--- src/rtl/reg_move_pkg.sv ---
// Shared types for the register-move sequencer: register indices, FSM states, decoded instruction fields.
package reg_move_pkg;

  typedef enum logic [2:0] {
    REG_A  = 3'd0,
    REG_B  = 3'd1,
    REG_C  = 3'd2,
    REG_D  = 3'd3,
    REG_M1 = 3'd4,
    REG_M2 = 3'd5,
    REG_X  = 3'd6,
    REG_Y  = 3'd7
  } reg_idx_e;

  typedef enum logic [2:0] {
    IDLE    = 3'd0,
    SETTLE  = 3'd1,
    LOAD    = 3'd2,
    RELEASE = 3'd3,
    DONE    = 3'd4
  } seq_state_e;

  typedef enum logic [1:0] {
    KIND_MOV8  = 2'd0,
    KIND_SETAB = 2'd1,
    KIND_OTHER = 2'd2
  } instr_kind_e;

  localparam logic [1:0] OP_MOV8  = 2'b00;
  localparam logic [1:0] OP_SETAB = 2'b01;

  typedef struct packed {
    instr_kind_e kind;
    reg_idx_e    src;
    reg_idx_e    dst;
    logic [7:0]  imm;
    logic        is_clear;
  } dec_t;

  function automatic logic [7:0] sext5to8(input logic [4:0] v);
    return {{3{v[4]}}, v};
  endfunction

  function automatic logic [7:0] onehot8(input reg_idx_e r);
    return 8'b0000_0001 << r;
  endfunction

  function automatic logic [2:0] sat_inc3(input logic [2:0] c);
    return (c == 3'd7) ? c : c + 3'd1;
  endfunction

endpackage

--- src/rtl/reg_move_decode.sv ---
// Combinational instruction decoder: instr byte -> kind, source, destination, immediate, clear flag.
module reg_move_decode
  import reg_move_pkg::*;
(
  input  logic [7:0] instr,
  output dec_t       dec
);

  always_comb begin
    dec          = '0;
    dec.kind     = KIND_OTHER;
    dec.src      = reg_idx_e'(instr[2:0]);
    dec.dst      = reg_idx_e'(instr[5:3]);
    dec.imm      = 8'h00;
    dec.is_clear = 1'b0;
    case (instr[7:6])
      OP_MOV8: begin
        dec.kind = KIND_MOV8;
        // Self-move is repurposed as a clear: the sequencer drives 0x00 instead of the register.
        dec.is_clear = (instr[5:3] == instr[2:0]);
      end
      OP_SETAB: begin
        dec.kind = KIND_SETAB;
        dec.src  = REG_A;
        dec.dst  = instr[5] ? REG_B : REG_A;
        dec.imm  = sext5to8(instr[4:0]);
      end
      default: dec.kind = KIND_OTHER;
    endcase
  end

endmodule

--- src/rtl/reg_move_sequencer.sv ---
// Sequences MOV8/SETAB bytes into timed one-hot sel/ld pulses (or an immediate bus drive) for the register file.
// Build option REG_MOVE_ILLEGAL_TRAP_EN: 1x opcodes trap (sticky illegal, busy held) instead of acting as NOPs.
module reg_move_sequencer
  import reg_move_pkg::*;
#(
  parameter int unsigned SETTLE_CYCLES = 1,
  parameter int unsigned LOAD_CYCLES   = 2
) (
  input  logic       clk,
  input  logic       reset,
  input  logic       start,
  input  logic [7:0] instr,
  output logic       busy,
  output logic       done,
  output logic [7:0] sel,
  output logic [7:0] ld,
  output logic       imm_drive,
  output logic [7:0] imm_data,
  output logic       illegal
);

  seq_state_e state;
  logic [2:0] cnt;
  logic [7:0] instr_q;
  logic [7:0] dec_instr;
  dec_t       dec;
  logic       uses_imm;
  logic       trapped;
  logic       accept;

  // In IDLE decode the live byte so the bus source is valid on the first cycle after accept.
  assign dec_instr = (state == IDLE) ? instr : instr_q;

  reg_move_decode u_decode (
    .instr (dec_instr),
    .dec   (dec)
  );

  assign uses_imm = (dec.kind == KIND_SETAB) || dec.is_clear;
  assign accept   = start && !trapped && (state == IDLE);

`ifdef REG_MOVE_ILLEGAL_TRAP_EN
  always_ff @(posedge clk or posedge reset) begin
    if (reset) begin
      trapped <= 1'b0;
    end else if (accept && (dec.kind == KIND_OTHER)) begin
      trapped <= 1'b1;
    end
  end
  assign illegal = trapped;
`else
  assign trapped = 1'b0;
  assign illegal = 1'b0;
`endif

  always_ff @(posedge clk or posedge reset) begin
    if (reset) begin
      state     <= IDLE;
      cnt       <= 3'd0;
      instr_q   <= 8'h00;
      busy      <= 1'b0;
      done      <= 1'b0;
      sel       <= 8'h00;
      ld        <= 8'h00;
      imm_drive <= 1'b0;
      imm_data  <= 8'h00;
    end else begin
      done <= 1'b0;
      case (state)
        IDLE: begin
          if (accept) begin
            instr_q <= instr;
            busy    <= 1'b1;
            if (dec.kind == KIND_OTHER) begin
`ifndef REG_MOVE_ILLEGAL_TRAP_EN
              state <= DONE;
              done  <= 1'b1;
`endif
            end else begin
              state <= SETTLE;
              cnt   <= 3'd1;
              if (uses_imm) begin
                imm_drive <= 1'b1;
                imm_data  <= dec.imm;
              end else begin
                sel <= onehot8(dec.src);
              end
            end
          end
        end
        SETTLE: begin
          if (cnt >= 3'(SETTLE_CYCLES)) begin
            state <= LOAD;
            cnt   <= 3'd1;
            ld    <= onehot8(dec.dst);
          end else begin
            cnt <= sat_inc3(cnt);
          end
        end
        LOAD: begin
          if (cnt >= 3'(LOAD_CYCLES)) begin
            state <= RELEASE;
            cnt   <= 3'd1;
            ld    <= 8'h00;
          end else begin
            cnt <= sat_inc3(cnt);
          end
        end
        RELEASE: begin
          // First cycle keeps the source on the bus for hold time; second cycle leaves the bus quiet.
          if (cnt == 3'd1) begin
            cnt       <= 3'd2;
            sel       <= 8'h00;
            imm_drive <= 1'b0;
            imm_data  <= 8'h00;
          end else begin
            state <= DONE;
            cnt   <= 3'd0;
            done  <= 1'b1;
          end
        end
        DONE: begin
          state <= IDLE;
          busy  <= 1'b0;
        end
        default: state <= IDLE;
      endcase
    end
  end

  a_ld_has_source: assert property (@(posedge clk) disable iff (reset)
    (ld != 8'h00) |-> ((sel != 8'h00) || imm_drive));
  a_onehot: assert property (@(posedge clk) disable iff (reset)
    $onehot0(sel) && $onehot0(ld));
  a_sel_imm_excl: assert property (@(posedge clk) disable iff (reset)
    !(imm_drive && (sel != 8'h00)));
  a_imm_quiet: assert property (@(posedge clk) disable iff (reset)
    !imm_drive |-> (imm_data == 8'h00));

endmodule

--- config.mk ---
export PLATFORM = sky130hd
export DESIGN_NAME = reg_move_sequencer
export DESIGN_NICKNAME = d
export VERILOG_FILES = /design/src/rtl/reg_move_pkg.sv /design/src/rtl/reg_move_decode.sv /design/src/rtl/reg_move_sequencer.sv
export SDC_FILE = /design/constraint.sdc
export NUM_CORES = 1
export LEC_CHECK = 0
export BUFFER_PORTS_ARGS = -buffer_cell sky130_fd_sc_hd__clkbuf_2
export CELL_PAD_IN_SITES_DETAIL_PLACEMENT = 0
export CELL_PAD_IN_SITES_GLOBAL_PLACEMENT = 2
export CORE_UTILIZATION = 35
export CTS_CLUSTER_DIAMETER = 60
export CTS_CLUSTER_SIZE = 20
export DETAILED_ROUTE_END_ITERATION = 12
export PLACE_DENSITY_LB_ADDON = 0.1
export SETUP_SLACK_MARGIN = 0.3
export SYNTH_ARGS = -nofsm -noshare
export SYNTH_HDL_FRONTEND = slang
export SYNTH_HIERARCHICAL = 1
export SYNTH_SLANG_ARGS = --single-unit
--- constraint.sdc ---
create_clock -name clk -period 2.75 [get_ports clk]
set_input_delay 0 -clock clk [delete_from_list [all_inputs] [get_ports clk]]
set_output_delay 0 -clock clk [all_outputs]
set_load 0.01 [all_outputs]
==> results.py <==
metrics = {
    "detailed_routing": {
        "ant_nets": 0,
        "via_per_inst": 4.79,
        "wl_mm": 4.70,
        "drc": 0,
        "dr.first_iter.drc_count": 60,
        "route.vias.total": 1671,
        "drtPass1Iterations": 4,
        "wire_per_inst_um": 13.5,
    },
    "clock_network": {
        "clk_pin_slew_ns": 0.08,
        "clock-sinks": 41,
        "cts_made_buffers": 5,
        "clk_latency_ns": 0.29,
        "tritoncts": "done",
        "cts-root-buf": "clkbuf_8",
        "clockBufferDepth": 2,
        "htree_levels": 2,
    },
    "sta": {
        "slew_headroom_pct": 65.2,
        "finalSetupTns_ns": 0,
        "tightest_slew_ns": 0.521,
        "worst_clock_skew_ns": 0.00494,
        "final.min_clock_period_ns": 2.32,
        "whs_ns": 0.0566,
        "setup_viol": 0,
        "fmax_mhz": 431,
        "rsz0062_at_grt": "yes",
        "final.period_utilization_pct": 84.3,
        "hold_viol_final": 0,
        "slew_violations": 0,
    },
    "yosys": {
        "synth_fa_ha_area_share_pct": 1.09,
        "ys_seq_area_share_pct": 44.8,
        "yosys-top-cells-area": "dfrtp_1 (45%), mux2_2 (8.4%), nand2_1 (6.4%)",
        "synth_compound_area_share_pct": 8.36,
        "synth_top_family_by_area": "simple AND/OR/NAND/NOR gates",
        "synth.most_common_cell": "dfrtp_1",
        "synth_cell_types": 42,
        "yosysTopAreaCell": "dfrtp_1",
        "synth-simple-area-share_pct": 20.4,
        "synth_fp_nets": 235,
        "ys_dominant_reg_cell": "dfrtp_1",
        "synth-seq-cells": 41,
        "synth.avg_cell_area_um2": 10.3,
        "synthXorXnorAreaFrac_pct": 1.91,
        "async_flop_share_pct": 100,
        "netlist.area_leader.share_pct": 44.8,
        "synth_common_cells": "dfrtp_1 (41), nand2_1 (39), mux2_2 (17), inv_1 (12), nor2_1 (11)",
        "yosys_warnings": 6,
        "synth_area_um2": 2290,
        "synth_edf_count": 0,
        "synthesis.instances": 222,
        "yosys-mux-area-fraction_pct": 17.5,
    },
    "grt": {
        "overflow": 0,
        "grt_pass1_vias": 1577,
        "grt_usage_pct": 14.7,
        "grt_pass1_wl_mm": 8.02,
        "antenna_found_initial": 0,
        "grt_max_degree": 42,
    },
    "power_and_ir_drop": {
        "pwr-share-clk_pct": 11.5,
        "netSwitchingPower_mw": 1.47,
        "switching_share_pct": 42.6,
        "p_seq_share_pct": 28.5,
        "p_comb_share_pct": 59.9,
        "power_density_nw_per_um2": 1260,
        "power_leakage_nw": 1.30,
        "p_int_mw": 1.98,
        "vdd_drop_max_mv": 0.461,
    },
    "final_layout": {
        "ff_latch_area_um2": 1030,
        "drive_above_1_share_pct": 33.1,
        "syn2layout_area_growth_pct": 19.8,
        "antenna_cells": 0,
        "layout.cells.non_filler": 349,
        "fin_nets": 284,
        "utilization_pct": 43.2,
        "multi_input_area_um2": 1150,
        "nFillCells": 621,
    },
    "critical_path": {
        "cp-end-kind": "register",
        "crit_type": "reg -> reg",
        "cp.arrival_ns": 2.54,
        "cp_data_required_time_ns": 2.97,
        "worstPathMaxFanout": 13,
        "startpoint_type": "register",
    },
    "floorplanning": {
        "die_y_um": 82.9,
        "coreArea_um2": 6350,
        "io_pins": 39,
        "initial_core_util_pct": 36.1,
        "die_area_um2": 6870,
        "die_x_um": 82.9,
        "fp-row-count": 29,
    },
    "placement": {
        "hpwl_mm": 3.37,
        "numPlacedInstances": 331,
        "numPortBuffers": 37,
        "globalplace.congestion": 0.687,
    },
    "min_path": {
        "hold_path.class": "in -> reg",
    },
    "status": {
        "status": "complete, no violations",
    },
    "run": {
        "cap_viol_max_count": 0,
    },
}
==> placed cells by master, fill, tap and decap left out, drive strengths merged, types with 2 or more instances in the layout <==
cell type / n
inv: 12
nor2: 12
nor2b: 7
dfrtp: 41
o22a: 2
buf: 8
o211ai: 2
dlygate4sd3: 9
a21oi: 9
ha: 2
and2: 6
o22ai: 2
clkinvlp: 2
mux2i: 9
nand2: 39
xnor2: 5
nor3: 6
nor3b: 8
clkbuf: 43
mux2: 25
nor4b: 3
o21ai: 5
==> path summary, 6_finish.rpt <==
check | startpoint | to | slack [ns] | cells after the start
min reg2reg | ld[7] | ld[7] | 0.51 | 1
max | state[2] | imm_data[4] | 0.43 | 11
min in group asynchronous | reset | imm_data[1] | 0.36 | 4
min | start | busy | 0.06 | 3
max in group asynchronous | reset | ld[0] | 2.03 | 4
max reg2reg | state[2] | imm_data[4] | 0.43 | 11
==> sequential cells by signal, summed over array words and instances, names as in the netlist <==
register   count
ld             8
done           1
state          3
sel            8
imm_drive      1
instr_q        8
imm_data       8
busy           1
cnt            3
==> kinds of logic after synthesis <==
| family | after synthesis |
|---|---|
| adders and majority gates | 2 |
| buffers and inverters | 24 |
| AOI/OAI and AO/OA | 27 |
| muxes | 34 |
| DFF | 41 |
| other | 1 |
| xor gates and xnor gates | 5 |
| and+or+nand+nor | 88 |
==> power by group through the flow <==
stage	clock network (mW)	logic (mW)	registers (mW)
after global routing	0.441	2.31	1.02
after global placement	0	2.03	0.999
after floorplan	0	1.54	1.05
after detailed placement	0	2.02	0.997
after CTS	0.417	2.05	0.987
final	0.398	2.07	0.983
==> final cells by class <==
class,instances,share of cell area [%]
tap,77,3.51
timing repair buffer,54,12.2
clock buffer,6,2.65
inverter,12,1.64
clock inverter,2,0.547
sequential,41,37.4
multi-input combinational,157,42.0
==> per-layer routing <==
layer / share of wire (%) / vias to the layer above / track usage, %
met5: 0 / - / 0
met4: 1.0 / 0 / 4.23
met3: 2.9 / 4 / 3.58
met2: 45 / 27 / 22.3
met1: 51 / 792 / 20.8
li1: - / 848 / -
==> worst max-delay path, stage by stage (launching register included) <==
cell	delay [ns]
dfrtp_1	0.38
buf_4	0.19
nor3_2	0.17
buf_4	0.18
nand2_1	0.06
nand2_1	0.07
nor2b_4	0.20
nand2b_1	0.21
a32oi_2	0.08
a21oi_1	0.24
buf_4	0.24
mux2i_1	0.21
==> metrics by stage <==
stage,total power [mW],setup WS (ns),area (um^2)
6_report,3.45,0.431,2740
5_1_grt,3.77,0.242,2740
4_1_cts,3.45,0.348,2720
3_5_place_dp,3.01,0.238,2540
3_3_place_gp,3.03,0.285,2540
2_1_floorplan,2.58,0.316,2290
==> timing repair <==
| action | in CTS | in global routing |
|---|---|---|
| hold buffers | 9 | 0 |
| buffers inserted | 0 | 1 |
| endpoints found under the hold margin | 49 | 0 |
| endpoints found under the setup margin | 17 | 19 |
| resized for setup | 1 | 4 |
| pin swaps | 0 | 0 |
No activity file was read; power rests on OpenSTA's default activity.
